File: src/rtl/fsab_initiator_if.sv
// fsab_initiator_if
//   Groups every non-clock signal of the FSAB initiator: the client request
//   channel, the client write-data channel, the outbound fsabo bus (with its
//   credit return), the inbound fsabi read-return bus, the client read
//   return and the status outputs.
//
//   modport master : the initiator itself (drives req_ready, wdata_pop,
//                    fsabo_*, rd_*, err_unexpected, idle)
//   modport slave  : the environment around it (client + bus far end)
interface fsab_initiator_if;
    // client request channel
    logic        req_valid;
    logic        req_ready;
    logic        req_write;
    logic [30:0] req_addr;
    logic [3:0]  req_len;
    logic [3:0]  req_subdid;
    // client write data
    logic        wdata_valid;
    logic [63:0] wdata;
    logic [7:0]  wmask;
    logic        wdata_pop;
    // outbound fsabo bus
    logic        fsabo_valid;
    logic        fsabo_mode;
    logic [3:0]  fsabo_did;
    logic [3:0]  fsabo_subdid;
    logic [30:0] fsabo_addr;
    logic [3:0]  fsabo_len;
    logic [63:0] fsabo_data;
    logic [7:0]  fsabo_mask;
    logic        fsabo_credit;
    // inbound fsabi read returns
    logic        fsabi_valid;
    logic [3:0]  fsabi_did;
    logic [3:0]  fsabi_subdid;
    logic [63:0] fsabi_data;
    // client read return
    logic        rd_valid;
    logic [63:0] rd_data;
    logic [3:0]  rd_subdid;
    logic        rd_last;
    // status
    logic        err_unexpected;
    logic        idle;

    modport master (
        input  req_valid, req_write, req_addr, req_len, req_subdid,
        input  wdata_valid, wdata, wmask,
        input  fsabo_credit,
        input  fsabi_valid, fsabi_did, fsabi_subdid, fsabi_data,
        output req_ready, wdata_pop,
        output fsabo_valid, fsabo_mode, fsabo_did, fsabo_subdid,
        output fsabo_addr, fsabo_len, fsabo_data, fsabo_mask,
        output rd_valid, rd_data, rd_subdid, rd_last,
        output err_unexpected, idle
    );

    modport slave (
        output req_valid, req_write, req_addr, req_len, req_subdid,
        output wdata_valid, wdata, wmask,
        output fsabo_credit,
        output fsabi_valid, fsabi_did, fsabi_subdid, fsabi_data,
        input  req_ready, wdata_pop,
        input  fsabo_valid, fsabo_mode, fsabo_did, fsabo_subdid,
        input  fsabo_addr, fsabo_len, fsabo_data, fsabo_mask,
        input  rd_valid, rd_data, rd_subdid, rd_last,
        input  err_unexpected, idle
    );
endinterface

File: src/rtl/fsab_initiator.sv
// fsab_initiator
//   Master-side FSAB request issuer. Accepts read/write burst requests from
//   a local client, spends one receiver RFIF credit per request, serialises
//   write data beats onto fsabo, and returns fsabi read beats tagged with
//   this initiator's DID to the client with burst framing (rd_last).
//
//   Parameters
//     DID             : device ID driven on fsabo_did and matched on fsabi_did
//     INITIAL_CREDITS : receiver RFIF depth, credit counter reset value
//     RLEN_DEPTH      : depth of the outstanding-read length FIFO (power of 2)
//   Ports
//     clk  : clock
//     Nrst : asynchronous active-low reset
//     bus  : fsab_initiator_if.master (request, write data, fsabo, fsabi,
//            read return and status signals)
module fsab_initiator #(
    parameter logic [3:0]  DID             = 4'd0,
    parameter int unsigned INITIAL_CREDITS = 4,
    parameter int unsigned RLEN_DEPTH      = 4
) (
    input logic               clk,
    input logic               Nrst,
    fsab_initiator_if.master  bus
);
    localparam logic [0:0] ST_IDLE   = 1'b0;
    localparam logic [0:0] ST_WBURST = 1'b1;

    localparam int unsigned PW        = (RLEN_DEPTH > 1) ? $clog2(RLEN_DEPTH) : 1;
    localparam logic [2:0]  CR_INIT   = 3'(INITIAL_CREDITS);
    localparam logic [PW:0] RLEN_FULL = (PW + 1)'(RLEN_DEPTH);

    logic [0:0]  state;
    logic [3:0]  rem;
    logic [2:0]  cr;

    logic        ready;
    logic        accept;
    logic        accept_rd;
    logic        accept_wr;
    logic        burst_beat;

    // outstanding-read length FIFO
    logic [3:0]  rlen_mem [RLEN_DEPTH];
    logic [PW-1:0] rlen_wr_ptr;
    logic [PW-1:0] rlen_rd_ptr;
    logic [PW:0] rlen_cnt;
    logic        rlen_empty;
    logic        rlen_full;
    logic [3:0]  rlen_head;

    // read return tracking
    logic [3:0]  bc;
    logic [3:0]  bc_next;
    logic        rd_match;
    logic        rd_take;
    logic        rd_end;

    // ------------------------------------------------------------------
    // Request acceptance
    // ------------------------------------------------------------------
    always_comb begin
        rlen_empty = (rlen_cnt == '0);
        rlen_full  = (rlen_cnt == RLEN_FULL);
        rlen_head  = rlen_mem[rlen_rd_ptr];

        // A write needs its first data word ready now; a read needs a free
        // slot to remember its length for return framing.
        ready = (state == ST_IDLE) && (cr != 3'd0) &&
                (bus.req_write ? bus.wdata_valid : !rlen_full);

        accept     = bus.req_valid && ready;
        accept_rd  = accept && !bus.req_write;
        accept_wr  = accept && bus.req_write;
        burst_beat = (state == ST_WBURST) && bus.wdata_valid;

        bus.req_ready = ready;
        bus.wdata_pop = accept_wr || burst_beat;
        bus.idle      = (state == ST_IDLE) && (cr == CR_INIT) && rlen_empty;
    end

    // ------------------------------------------------------------------
    // Write burst FSM and credit counter
    // ------------------------------------------------------------------
    always_ff @(posedge clk or negedge Nrst) begin
        if (!Nrst) begin
            state <= ST_IDLE;
            rem   <= '0;
        end else begin
            case (state)
                ST_IDLE: begin
                    if (accept_wr && (bus.req_len != 4'd1)) begin
                        state <= ST_WBURST;
                        rem   <= bus.req_len - 4'd1;
                    end
                end
                ST_WBURST: begin
                    if (bus.wdata_valid) begin
                        rem <= rem - 4'd1;
                        // Returning to IDLE on the last pop lets the next
                        // request be accepted in the very next cycle.
                        if (rem == 4'd1) begin
                            state <= ST_IDLE;
                        end
                    end
                end
                default: state <= ST_IDLE;
            endcase
        end
    end

    // Credit is spent on the first beat of a request only.
    always_ff @(posedge clk or negedge Nrst) begin
        if (!Nrst) begin
            cr <= CR_INIT;
        end else begin
            case ({accept, bus.fsabo_credit})
                2'b10:   cr <= cr - 3'd1;
                2'b01:   cr <= cr + 3'd1;
                default: cr <= cr;
            endcase
        end
    end

    // ------------------------------------------------------------------
    // fsabo beat register
    // ------------------------------------------------------------------
    always_ff @(posedge clk or negedge Nrst) begin
        if (!Nrst) begin
            bus.fsabo_valid  <= 1'b0;
            bus.fsabo_mode   <= 1'b0;
            bus.fsabo_did    <= '0;
            bus.fsabo_subdid <= '0;
            bus.fsabo_addr   <= '0;
            bus.fsabo_len    <= '0;
            bus.fsabo_data   <= '0;
            bus.fsabo_mask   <= '0;
        end else begin
            if (accept) begin
                bus.fsabo_valid  <= 1'b1;
                bus.fsabo_mode   <= bus.req_write;
                bus.fsabo_did    <= DID;
                bus.fsabo_subdid <= bus.req_subdid;
                bus.fsabo_addr   <= bus.req_addr;
                bus.fsabo_len    <= bus.req_len;
                bus.fsabo_data   <= bus.req_write ? bus.wdata : '0;
                bus.fsabo_mask   <= bus.req_write ? bus.wmask : '0;
            end else if (burst_beat) begin
                // header fields stay as captured on the first beat
                bus.fsabo_valid <= 1'b1;
                bus.fsabo_data  <= bus.wdata;
                bus.fsabo_mask  <= bus.wmask;
            end else begin
                bus.fsabo_valid <= 1'b0;
            end
        end
    end

    // ------------------------------------------------------------------
    // Outstanding-read length FIFO
    // ------------------------------------------------------------------
    always_comb begin
        rd_match = bus.fsabi_valid && (bus.fsabi_did == DID);
        rd_take  = rd_match && !rlen_empty;
        bc_next  = bc + 4'd1;
        rd_end   = rd_take && (bc_next == rlen_head);
    end

    always_ff @(posedge clk) begin
        if (accept_rd) begin
            rlen_mem[rlen_wr_ptr] <= bus.req_len;
        end
    end

    always_ff @(posedge clk or negedge Nrst) begin
        if (!Nrst) begin
            rlen_wr_ptr <= '0;
            rlen_rd_ptr <= '0;
            rlen_cnt    <= '0;
        end else begin
            if (accept_rd) begin
                rlen_wr_ptr <= rlen_wr_ptr + 1'b1;
            end
            if (rd_end) begin
                rlen_rd_ptr <= rlen_rd_ptr + 1'b1;
            end
            case ({accept_rd, rd_end})
                2'b10:   rlen_cnt <= rlen_cnt + 1'b1;
                2'b01:   rlen_cnt <= rlen_cnt - 1'b1;
                default: rlen_cnt <= rlen_cnt;
            endcase
        end
    end

    // ------------------------------------------------------------------
    // Read return to client
    // ------------------------------------------------------------------
    always_ff @(posedge clk or negedge Nrst) begin
        if (!Nrst) begin
            bus.rd_valid       <= 1'b0;
            bus.rd_last        <= 1'b0;
            bus.rd_data        <= '0;
            bus.rd_subdid      <= '0;
            bus.err_unexpected <= 1'b0;
            bc                 <= '0;
        end else begin
            bus.rd_valid <= rd_take;
            bus.rd_last  <= rd_end;
            if (rd_take) begin
                bus.rd_data   <= bus.fsabi_data;
                bus.rd_subdid <= bus.fsabi_subdid;
                bc            <= rd_end ? 4'd0 : bc_next;
            end
            // A return for our DID with nothing outstanding is dropped and
            // flagged until the next reset.
            if (rd_match && rlen_empty) begin
                bus.err_unexpected <= 1'b1;
            end
        end
    end
endmodule

File: src/flat_wrapper.sv
// flat-port wrapper written by rule: the top's interface ports become plain ports
module fsab_initiator_flat 
#(
    parameter logic [3:0]  DID             = 4'd0,
    parameter int unsigned INITIAL_CREDITS = 4,
    parameter int unsigned RLEN_DEPTH      = 4
)
  (clk, Nrst, bus_req_valid, bus_req_write, bus_req_addr, bus_req_len, bus_req_subdid, bus_wdata_valid, bus_wdata, bus_wmask, bus_fsabo_credit, bus_fsabi_valid, bus_fsabi_did, bus_fsabi_subdid, bus_fsabi_data, bus_req_ready, bus_wdata_pop, bus_fsabo_valid, bus_fsabo_mode, bus_fsabo_did, bus_fsabo_subdid, bus_fsabo_addr, bus_fsabo_len, bus_fsabo_data, bus_fsabo_mask, bus_rd_valid, bus_rd_data, bus_rd_subdid, bus_rd_last, bus_err_unexpected, bus_idle);
  fsab_initiator_if bus_i ();
  input logic clk;
  input logic Nrst;
  input wire logic [$bits(bus_i.req_valid)-1:0] bus_req_valid;
  input wire logic [$bits(bus_i.req_write)-1:0] bus_req_write;
  input wire logic [$bits(bus_i.req_addr)-1:0] bus_req_addr;
  input wire logic [$bits(bus_i.req_len)-1:0] bus_req_len;
  input wire logic [$bits(bus_i.req_subdid)-1:0] bus_req_subdid;
  input wire logic [$bits(bus_i.wdata_valid)-1:0] bus_wdata_valid;
  input wire logic [$bits(bus_i.wdata)-1:0] bus_wdata;
  input wire logic [$bits(bus_i.wmask)-1:0] bus_wmask;
  input wire logic [$bits(bus_i.fsabo_credit)-1:0] bus_fsabo_credit;
  input wire logic [$bits(bus_i.fsabi_valid)-1:0] bus_fsabi_valid;
  input wire logic [$bits(bus_i.fsabi_did)-1:0] bus_fsabi_did;
  input wire logic [$bits(bus_i.fsabi_subdid)-1:0] bus_fsabi_subdid;
  input wire logic [$bits(bus_i.fsabi_data)-1:0] bus_fsabi_data;
  output wire logic [$bits(bus_i.req_ready)-1:0] bus_req_ready;
  output wire logic [$bits(bus_i.wdata_pop)-1:0] bus_wdata_pop;
  output wire logic [$bits(bus_i.fsabo_valid)-1:0] bus_fsabo_valid;
  output wire logic [$bits(bus_i.fsabo_mode)-1:0] bus_fsabo_mode;
  output wire logic [$bits(bus_i.fsabo_did)-1:0] bus_fsabo_did;
  output wire logic [$bits(bus_i.fsabo_subdid)-1:0] bus_fsabo_subdid;
  output wire logic [$bits(bus_i.fsabo_addr)-1:0] bus_fsabo_addr;
  output wire logic [$bits(bus_i.fsabo_len)-1:0] bus_fsabo_len;
  output wire logic [$bits(bus_i.fsabo_data)-1:0] bus_fsabo_data;
  output wire logic [$bits(bus_i.fsabo_mask)-1:0] bus_fsabo_mask;
  output wire logic [$bits(bus_i.rd_valid)-1:0] bus_rd_valid;
  output wire logic [$bits(bus_i.rd_data)-1:0] bus_rd_data;
  output wire logic [$bits(bus_i.rd_subdid)-1:0] bus_rd_subdid;
  output wire logic [$bits(bus_i.rd_last)-1:0] bus_rd_last;
  output wire logic [$bits(bus_i.err_unexpected)-1:0] bus_err_unexpected;
  output wire logic [$bits(bus_i.idle)-1:0] bus_idle;
  assign bus_i.req_valid = bus_req_valid;
  assign bus_i.req_write = bus_req_write;
  assign bus_i.req_addr = bus_req_addr;
  assign bus_i.req_len = bus_req_len;
  assign bus_i.req_subdid = bus_req_subdid;
  assign bus_i.wdata_valid = bus_wdata_valid;
  assign bus_i.wdata = bus_wdata;
  assign bus_i.wmask = bus_wmask;
  assign bus_i.fsabo_credit = bus_fsabo_credit;
  assign bus_i.fsabi_valid = bus_fsabi_valid;
  assign bus_i.fsabi_did = bus_fsabi_did;
  assign bus_i.fsabi_subdid = bus_fsabi_subdid;
  assign bus_i.fsabi_data = bus_fsabi_data;
  assign bus_req_ready = bus_i.req_ready;
  assign bus_wdata_pop = bus_i.wdata_pop;
  assign bus_fsabo_valid = bus_i.fsabo_valid;
  assign bus_fsabo_mode = bus_i.fsabo_mode;
  assign bus_fsabo_did = bus_i.fsabo_did;
  assign bus_fsabo_subdid = bus_i.fsabo_subdid;
  assign bus_fsabo_addr = bus_i.fsabo_addr;
  assign bus_fsabo_len = bus_i.fsabo_len;
  assign bus_fsabo_data = bus_i.fsabo_data;
  assign bus_fsabo_mask = bus_i.fsabo_mask;
  assign bus_rd_valid = bus_i.rd_valid;
  assign bus_rd_data = bus_i.rd_data;
  assign bus_rd_subdid = bus_i.rd_subdid;
  assign bus_rd_last = bus_i.rd_last;
  assign bus_err_unexpected = bus_i.err_unexpected;
  assign bus_idle = bus_i.idle;
  fsab_initiator #(.DID(DID), .INITIAL_CREDITS(INITIAL_CREDITS), .RLEN_DEPTH(RLEN_DEPTH)) u_core (.clk(clk), .Nrst(Nrst), .bus(bus_i));
endmodule
File: config.mk
export PLATFORM = sky130hd
export DESIGN_NAME = fsab_initiator_flat
export DESIGN_NICKNAME = d
export VERILOG_FILES = /design/src/rtl/fsab_initiator_if.sv /design/src/rtl/fsab_initiator.sv /design/src/flat_wrapper.sv
export SDC_FILE = /design/constraint.sdc
export NUM_CORES = 1
export LEC_CHECK = 0
export CAP_MARGIN = 10
export CELL_PAD_IN_SITES_DETAIL_PLACEMENT = 0
export CELL_PAD_IN_SITES_GLOBAL_PLACEMENT = 2
export CORE_ASPECT_RATIO = 2
export CORE_MARGIN = 10
export CORE_UTILIZATION = 28
export CTS_CLUSTER_SIZE = 40
export DETAILED_ROUTE_END_ITERATION = 8
export HOLD_SLACK_MARGIN = 0.02
export PLACE_DENSITY = 0.95
export SYNTH_ARGS = -nofsm -noshare
export SYNTH_HDL_FRONTEND = slang
export SYNTH_SLANG_ARGS = --single-unit
File: constraint.sdc
create_clock -name clk -period 4.66 [get_ports clk]
set_input_delay 0.466 -clock clk [delete_from_list [all_inputs] [get_ports clk]]
set_output_delay 0.466 -clock clk [all_outputs]
set_load 0.005 [all_outputs]
==> results of run 1 <==
## worst paths after layout
kind	to	slack, ns	cells after the start
hold / removal	u_core.bus.fsabo_addr[7]	0.06	1
hold reg to reg	u_core.bus.err_unexpected	0.46	1
setup / recovery	u_core.rlen_cnt[2]	1.36	10
max in group asynchronous	u_core.rem[3]	3.53	2
min in group clk	u_core.bus.rd_data[58]	0.46	3
setup reg to reg	u_core.rlen_cnt[2]	1.36	10
## per-stage QoR
step	cell area (um2)	hold WS, ns	power, uW	cells	worst slack, ns
3_5_place_dp	13100	0.4607	6574	1533	1.247
4_1_cts	13820	0.09838	8459	1574	1.317
6_report	13820	0.05797	8282	1574	1.357
5_1_grt	13820	0.1457	8856	1574	1.188
3_3_place_gp	13100	0.4421	6504	1533	1.337
2_1_floorplan	8911	0.1704	4449	768	1.671
## logic make-up after synthesis
logic type	after synthesis	synth area share
and+or+nand+nor	322	0.1466
DFF	219	0.6249
muxes	121	0.1486
buffers and inverters	55	0.02727
xor gates and xnor gates	18	0.02010
AOI/OAI and AO/OA	16	0.01209
adders and majority gates	13	0.01996
other	1	0.0004214
## flip-flops by register name, indices dropped and copies added (netlist names), 3 cells and up
signal and cells:
u_core.bus.fsabo_data 64, u_core.rlen_mem 16, u_core.bus.rd_data 64, u_core.bus.fsabo_mask 8
u_core.bus.rd_subdid 4, u_core.rlen_cnt 3, u_core.bc 4, u_core.bus.fsabo_subdid 4
u_core.rem 4, u_core.cr 3, u_core.bus.fsabo_addr 31, u_core.bus.fsabo_len 4
## power by group
part | total, uW | internal (uW) | switching, uW | leakage (uW)
Clock | 1810 | 1040 | 774 | 0.000350
Combinational | 3280 | 2010 | 1280 | 0.00337
Sequential | 3190 | 2710 | 481 | 0.00264
## layout make-up
cell class	instances	share of cell area
sequential	219	0.4025
timing repair buffer	384	0.2779
multi-input combinational	494	0.2259
clock buffer	31	0.04455
tap	423	0.03830
clock inverter	10	0.007244
inverter	13	0.003532
## cell usage in the layout, fill, tap and decap left out, drive strengths merged, types with 2 or more instances in the layout
cell type	instances
mux2i	77
nand4	2
nor2	79
o21ai	7
bufinv	2
clkbuf	32
mux4	4
nor4b	3
dfrtp	202
xnor2	7
nor3	5
ha	11
nand2	216
clkinv	7
clkdlybuf4s50	375
inv	13
fa	2
xor2	10
buf	8
nand3	2
and2	5
edfxtp	16
or3	2
mux2	40
a21o	3
conb	4
nand2b	2
nor4	4
## layer usage
metal,GRT usage,up-vias
li1,-,3228
met1,0.1408,3300
met2,0.2666,251
met3,0.05547,36
met4,0.04868,2
met5,0,-
==> key figures, run 1 <==
Yosys
  – Total number of yosys warnings: 0
  – Post-synth top cells: nand2_1 (216), dfrtp_1 (202), nor2_1 (78), mux2i_1 (77), mux2_2 (40)
  – Post-synthesis register bit count: 219
  – Mapped cell area: between 0.008 and 0.009 mm2
  – Cell count after synthesis: roughly 770
  – EDFF count, synth: 16
  – Top FF cell, synth: dfrtp_1
  – Netlist cell types: 44
  – Post-synth top area share: 0.5680
  – Post-synth ARST share: 0.9269
  – Count leader, synth: nand2_1
  – Post-synthesis sequential area ratio: 0.6249
  – Synth area leaders: dfrtp_1 (57%), nand2_1 (9.1%), mux2i_1 (8.7%)
  – Biggest area consumer among synthesized cells: dfrtp_1
  – Mean Syn Cell Area: 11.63 um2

Floorplanning
  – Die area: between 0.03 and 0.04 mm2
  – Rows: roughly 90
  – Starting Density: 0.2832
  – Core area: roughly 0.031 mm2
  – IO Count: ~380
  – Die height: roughly 270 um
  – Die X-Extent: 146.1 um

Cells and area
  – Ant. Diodes: 0
  – Multi-input gate area: 0.003122 mm2
  – Share of cells above drive strength 1: 0.08080
  – Reg area: 0.005562 mm2
  – Fill cells: 2932
  – Final core utilization: 0.4397
  – Fin nets: roughly 1300
  – Area grow syn2layout: 55.25%

Job
  – Max Cap Viol: 0

Route
  – Post-DRT Antenna Nets: 0
  – Metal1 wirelength: roughly 10 mm
  – Met2 Wirelength: around 16 mm
  – WL met3: approximately 2.6 mm
  – Final WL: 29.11 mm
  – Residual DRC: 0
  – Wire per inst: around 18 um
  – Via count: about 7000
  – DRT Pass-1 Iters: 4
  – Top sig layer: met5
  – Via density: 4.331
  – 1st-iter DRT viols: ~210

Global routing
  – Pin count of the biggest net entering global routing: roughly 110
  – Grt ovf: 0
  – Vias in the first global route: ~7500
  – Initial antenna violation count: 1
  – Global-route wire length before repair: approximately 45 mm
  – GRT Resource Usage Total: 0.1432

Power and ir drop
  – Pwr per Cell Area: ~600 mW/mm2
  – Peak supply drop: 0.3959 mV
  – Leakage: between 0.006 and 0.007 uW

Worst setup path
  – Slowest cell on crit path: mux4_2
  – Critical path startpoint: u_core.rlen_rd_ptr[0]
  – CP startpoint kind: flop
  – Maximum fanout along the worst path: 8
  – RR Startpoint: u_core.rlen_rd_ptr[0]
  – Cells along the critical path: mux4_2 -> xnor3_1 -> nor4_4 -> and2_4 -> ha_1 -> inv_1 -> fa_1 -> xor2_1 -> nor2_1 -> xor2_1
  – Crit path max-delay family: simple AND/OR/NAND/NOR gates
  – Buf+Inv Stages, Crit Path: 1
  – Crit. End Element: flop
  – CP arrival: around 3.7 ns
  – CP required: between 5 and 6 ns
  – Setup CP Type: flop to flop
  – Critical path's most frequent cell: xor2_1
  – Max stage delay on crit path: roughly 0.56 ns

CTS
  – Maximum buffer depth of the clock tree: 3
  – # hold bufs at CTS: 0
  – Root Driver: clkbuf_16
  – H-tree levels: 1
  – Post-CTS Resized: 0
  – Clock-pin slew on the worst setup and hold paths: ~0.06 ns
  – Post-CTS setup buffers: 0
  – Cts bufs inserted: 23
  – Insertion delay of the later-clocked pin in the worst-skew pair: ~0.52 ns
  – Clock Sinks: around 220
  – CTS tree: built

STA
  – Unrepaired setup endpoints after global routing: no
  – F_max: ~300 MHz
  – Fin crit period: between 3 and 4 ns
  – Layout Skew: 0.01897 ns
  – Fin Setup TNS: 0 ns
  – Final max-slew violation count: 0
  – Slew Limit Headroom: 0.3832
  – Slew @ Worst Pin: around 0.9 ns
  – Count of final hold-check violations: 0
  – # setup viols final: 0
  – Tcrit/Tclk final: 0.7088

Placement
  – HPWL Detailed: between 20 and 25 mm
  – Gp weighted congestion: between 0.7 and 0.8
  – PortBufs: 376

Outcome
  – Status: complete, no violations

Worst hold path
  – Hold/Removal Path Class: input port to async pin
Power figures use the tool's default switching activity.
==> run 2: changes to the inputs <==
--- a/config.mk
+++ b/config.mk
@@ -10,11 +10,11 @@
 export CELL_PAD_IN_SITES_GLOBAL_PLACEMENT = 2
 export CORE_ASPECT_RATIO = 2
 export CORE_MARGIN = 10
-export CORE_UTILIZATION = 28
+export CORE_UTILIZATION = 26
 export CTS_CLUSTER_SIZE = 40
 export DETAILED_ROUTE_END_ITERATION = 8
 export HOLD_SLACK_MARGIN = 0.02
-export PLACE_DENSITY = 0.95
+export PLACE_DENSITY = 0.9
 export SYNTH_ARGS = -nofsm -noshare
 export SYNTH_HDL_FRONTEND = slang
 export SYNTH_SLANG_ARGS = --single-unit
==> constraint.sdc (replaced) <==
create_clock -name clk -period 3.3 [get_ports clk]
set_input_delay 0.33 -clock clk [delete_from_list [all_inputs] [get_ports clk]]
set_output_delay 0.33 -clock clk [all_outputs]
set_load 0.005 [all_outputs]
==> key figures, run 2 (synthesis results as in run 1) <==
Outcome
  – Status: complete, no violations

CTS
  – CTS tree: built
  – Root Driver: clkbuf_16
  – Maximum buffer depth of the clock tree: 3 (unchanged)
  – H-tree levels: 1 (unchanged)
  – Insertion delay of the later-clocked pin in the worst-skew pair: 0.52 ns (about the same)
  – Clock-pin slew on the worst setup and hold paths: 0.07 ns (about the same)
  – Clock Sinks: 219 (unchanged)
  – Post-CTS setup buffers: 0 (unchanged)
  – Cts bufs inserted: 22 (-4.3%)

Power and ir drop
  – Flop pwr share: 0.383 (-0.002)
  – Comb power frac: 0.400 (+0.003)
  – Pwr per Cell Area: 839.8 mW/mm2 (+40%)
  – Clock power frac: 0.217 (about the same)
  – Overall Power: 11690 uW (+41%)
  – Sw Ratio: 0.3062 (+0.0004104)
  – Switching power: 3579 uW (+41%)
  – Internal power: 8110 uW (+41%)
  – Leakage: 0.006387 uW (+0.40%)
  – Peak supply drop: 0.5371 mV (+36%)

Floorplanning
  – Die X-Extent: 150.8 um (+3.3%)
  – IO Count: 381 (unchanged)
  – Die height: 281.7 um (+3.5%)
  – Core area: 0.03376 mm2 (+7.4%)
  – Starting Density: 0.2636 (-0.01957)
  – Die area: 0.04248 mm2 (+6.9%)
  – Rows: 95 (+3.3%)

Cells and area
  – Multi-input gate area: 0.003122 mm2 (unchanged)
  – Fill cells: 3237 (+10%)
  – Share of cells above drive strength 1: 0.08824 (+0.007436)
  – Fin area: 0.01392 mm2 (+0.73%)
  – Reg area: 0.005563 mm2 (about the same)
  – Fin nets: 1343 (+0.37%)
  – Biggest regs: u_core.bus.fsabo_data: 64 flops, u_core.bus.rd_data: 64 flops, u_core.bus.fsabo_addr: 31 flops
  – Area grow syn2layout: 56.39%
  – Most frequent cells in the layout: clkdlybuf4s50_1 (375), nand2_1 (214), dfrtp_1 (201)
  – Commonest non-fill, non-tap cell in the layout: clkdlybuf4s50_1

STA
  – Final setup margin: 0.2461 ns (-1.111 ns)
  – # setup viols final: 0 (unchanged)
  – Final max-slew violation count: 0 (unchanged)
  – F_max: 327.5 MHz (+8.2%)
  – Slew @ Worst Pin: 0.8396 ns (-0.08558 ns)
  – WHS: 0.3320 ns (+0.2740 ns)
  – Slew Limit Headroom: 0.4403 (+0.05705)
  – Layout Skew: 0.01337 ns (-0.005596 ns)
  – Unrepaired setup endpoints after global routing: no
  – Tcrit/Tclk final: 0.9254 (+0.2166)
  – Fin crit period: 3.054 ns (-0.2493 ns)
  – Fin Setup TNS: 0 ns (unchanged)
  – Count of final hold-check violations: 0 (unchanged)

Placement
  – Pre-CTS WS: 0.1512 ns (-1.096 ns)
  – PortBufs: 376 (unchanged)
  – HPWL Detailed: 22.16 mm (+2.9%)
  – Cell Area, Placed: 0.01318 mm2 (+0.60%)
  – Gp weighted congestion: 0.7665 (+2.1%)

Route
  – Post-DRT Antenna Nets: 0 (unchanged)
  – Residual DRC: 0 (unchanged)
  – 1st-iter DRT viols: 248 (+16%)
  – Via count: 6766 (-0.75%)
  – DRT Pass-1 Iters: 4 (unchanged)
  – Via density: 4.245 (-2.0%)
  – Wire per inst: 18.48 um (about the same)
  – Final WL: 29.46 mm (+1.2%)

Worst setup path
  – Buf+Inv Stages, Crit Path: 1 (unchanged)
  – CP required: 3.74 ns (-1.36 ns)
  – Critical path's most frequent cell: xor2_1
  – Cells along the critical path: mux4_2 -> xnor3_1 -> nor4_4 -> and2_4 -> ha_1 -> inv_1 -> fa_1 -> xor2_1 -> nor2_1 -> xor2_1
  – Crit. End Element: flop
  – Setup CP Type: flop to flop
  – Maximum fanout along the worst path: 6 (-2)
  – Max stage delay on crit path: 0.54 ns (-0.02 ns)
  – Slowest cell on crit path: mux4_2
  – Crit path max-delay family: XOR/XNOR gates
  – CP arrival: 3.49 ns (-0.25 ns)
  – CP startpoint kind: flop

Global routing
  – Pin count of the biggest net entering global routing: 82 (-26%)
  – Initial antenna violation count: 3 (+2)
  – Vias in the first global route: 7414 (-0.90%)
  – Grt ovf: 0 (unchanged)
  – GRT Resource Usage Total: 0.1337 (-0.009444)
  – Global-route wire length before repair: 44.35 mm (-2.3%)

Job
  – Max Cap Viol: 0 (unchanged)

Worst hold path
  – Hold/Removal Path Class: input port to async pin
==> run 2: layout make-up <==
| class | instances | share of cell area |
|---|---|---|
| clock inverters | 12 | 0.007012 |
| clock buffers | 28 | 0.04486 |
| repair buffers | 390 | 0.2811 |
| well taps | 436 | 0.03919 |
| inverters | 13 | 0.003506 |
| flip-flops and latches | 219 | 0.3997 |
| diodes | 2 | 0.0003596 |
| multi-input cells | 494 | 0.2243 |
==> run 2: path summary, 6_finish.rpt <==
path	start	to	slack [ns]	cells after the start
setup / recovery	u_core.rlen_rd_ptr[0]	u_core.rlen_cnt[2]	0.25	10
hold / removal	Nrst	u_core.bus.rd_data[13]	0.33	2
setup reg to reg	u_core.rlen_rd_ptr[0]	u_core.rlen_cnt[2]	0.25	10
hold reg to reg	u_core.bus.err_unexpected	u_core.bus.err_unexpected	0.46	1
max in group asynchronous	Nrst	u_core.bus.fsabo_data[50]	2.04	3
min in group clk	bus_fsabi_data[9]	u_core.bus.rd_data[9]	0.33	3
==> run 2: power by group through the flow <==
stage	sequential, uW	combinational, uW	clock [uW]
after global placement	4470	4750	0
after CTS	4490	4830	2650
after global routing	4630	5150	2750
after detailed placement	4520	4800	0
after floorplan	4520	1760	0
final	4480	4680	2540
==> run 2: stage by stage <==
stage / utilization / instances
floorplan: - / 768
global placement: 0.3904 / 1551
detailed placement: 0.3904 / 1551
CTS: 0.4121 / 1592
global route: 0.4122 / 1593
finish: 0.4123 / 1594
==> run 2: repair_timing <==
action / 4_1_cts / 5_1_grt
hold endpoints to repair: 59 / 0
endpoints found under the setup margin: 0 / 1
resized for setup: 0 / 1
hold buffers: 1 / 0
==> run 2: layer usage <==
metal  part of all wire  vias up  track usage  wire, um
li1                   -     3233            -         -
met1               0.33     3238       0.1352      9843
met2               0.54      246       0.2443     15960
met3              0.091       47      0.04721      2684
met4              0.033        2      0.04833       967
met5            0.00024        -            0         7
==> run 2: worst register-to-register path, stage by stage, from the launching register on <==
cell     delay (ns)
dfrtp_2        0.47
mux4_2         0.55
xnor3_1        0.39
nor4_4         0.30
and2_4         0.22
ha_1           0.19
inv_1          0.06
fa_1           0.37
xor2_1         0.15
nor2_1         0.13
xor2_1         0.17
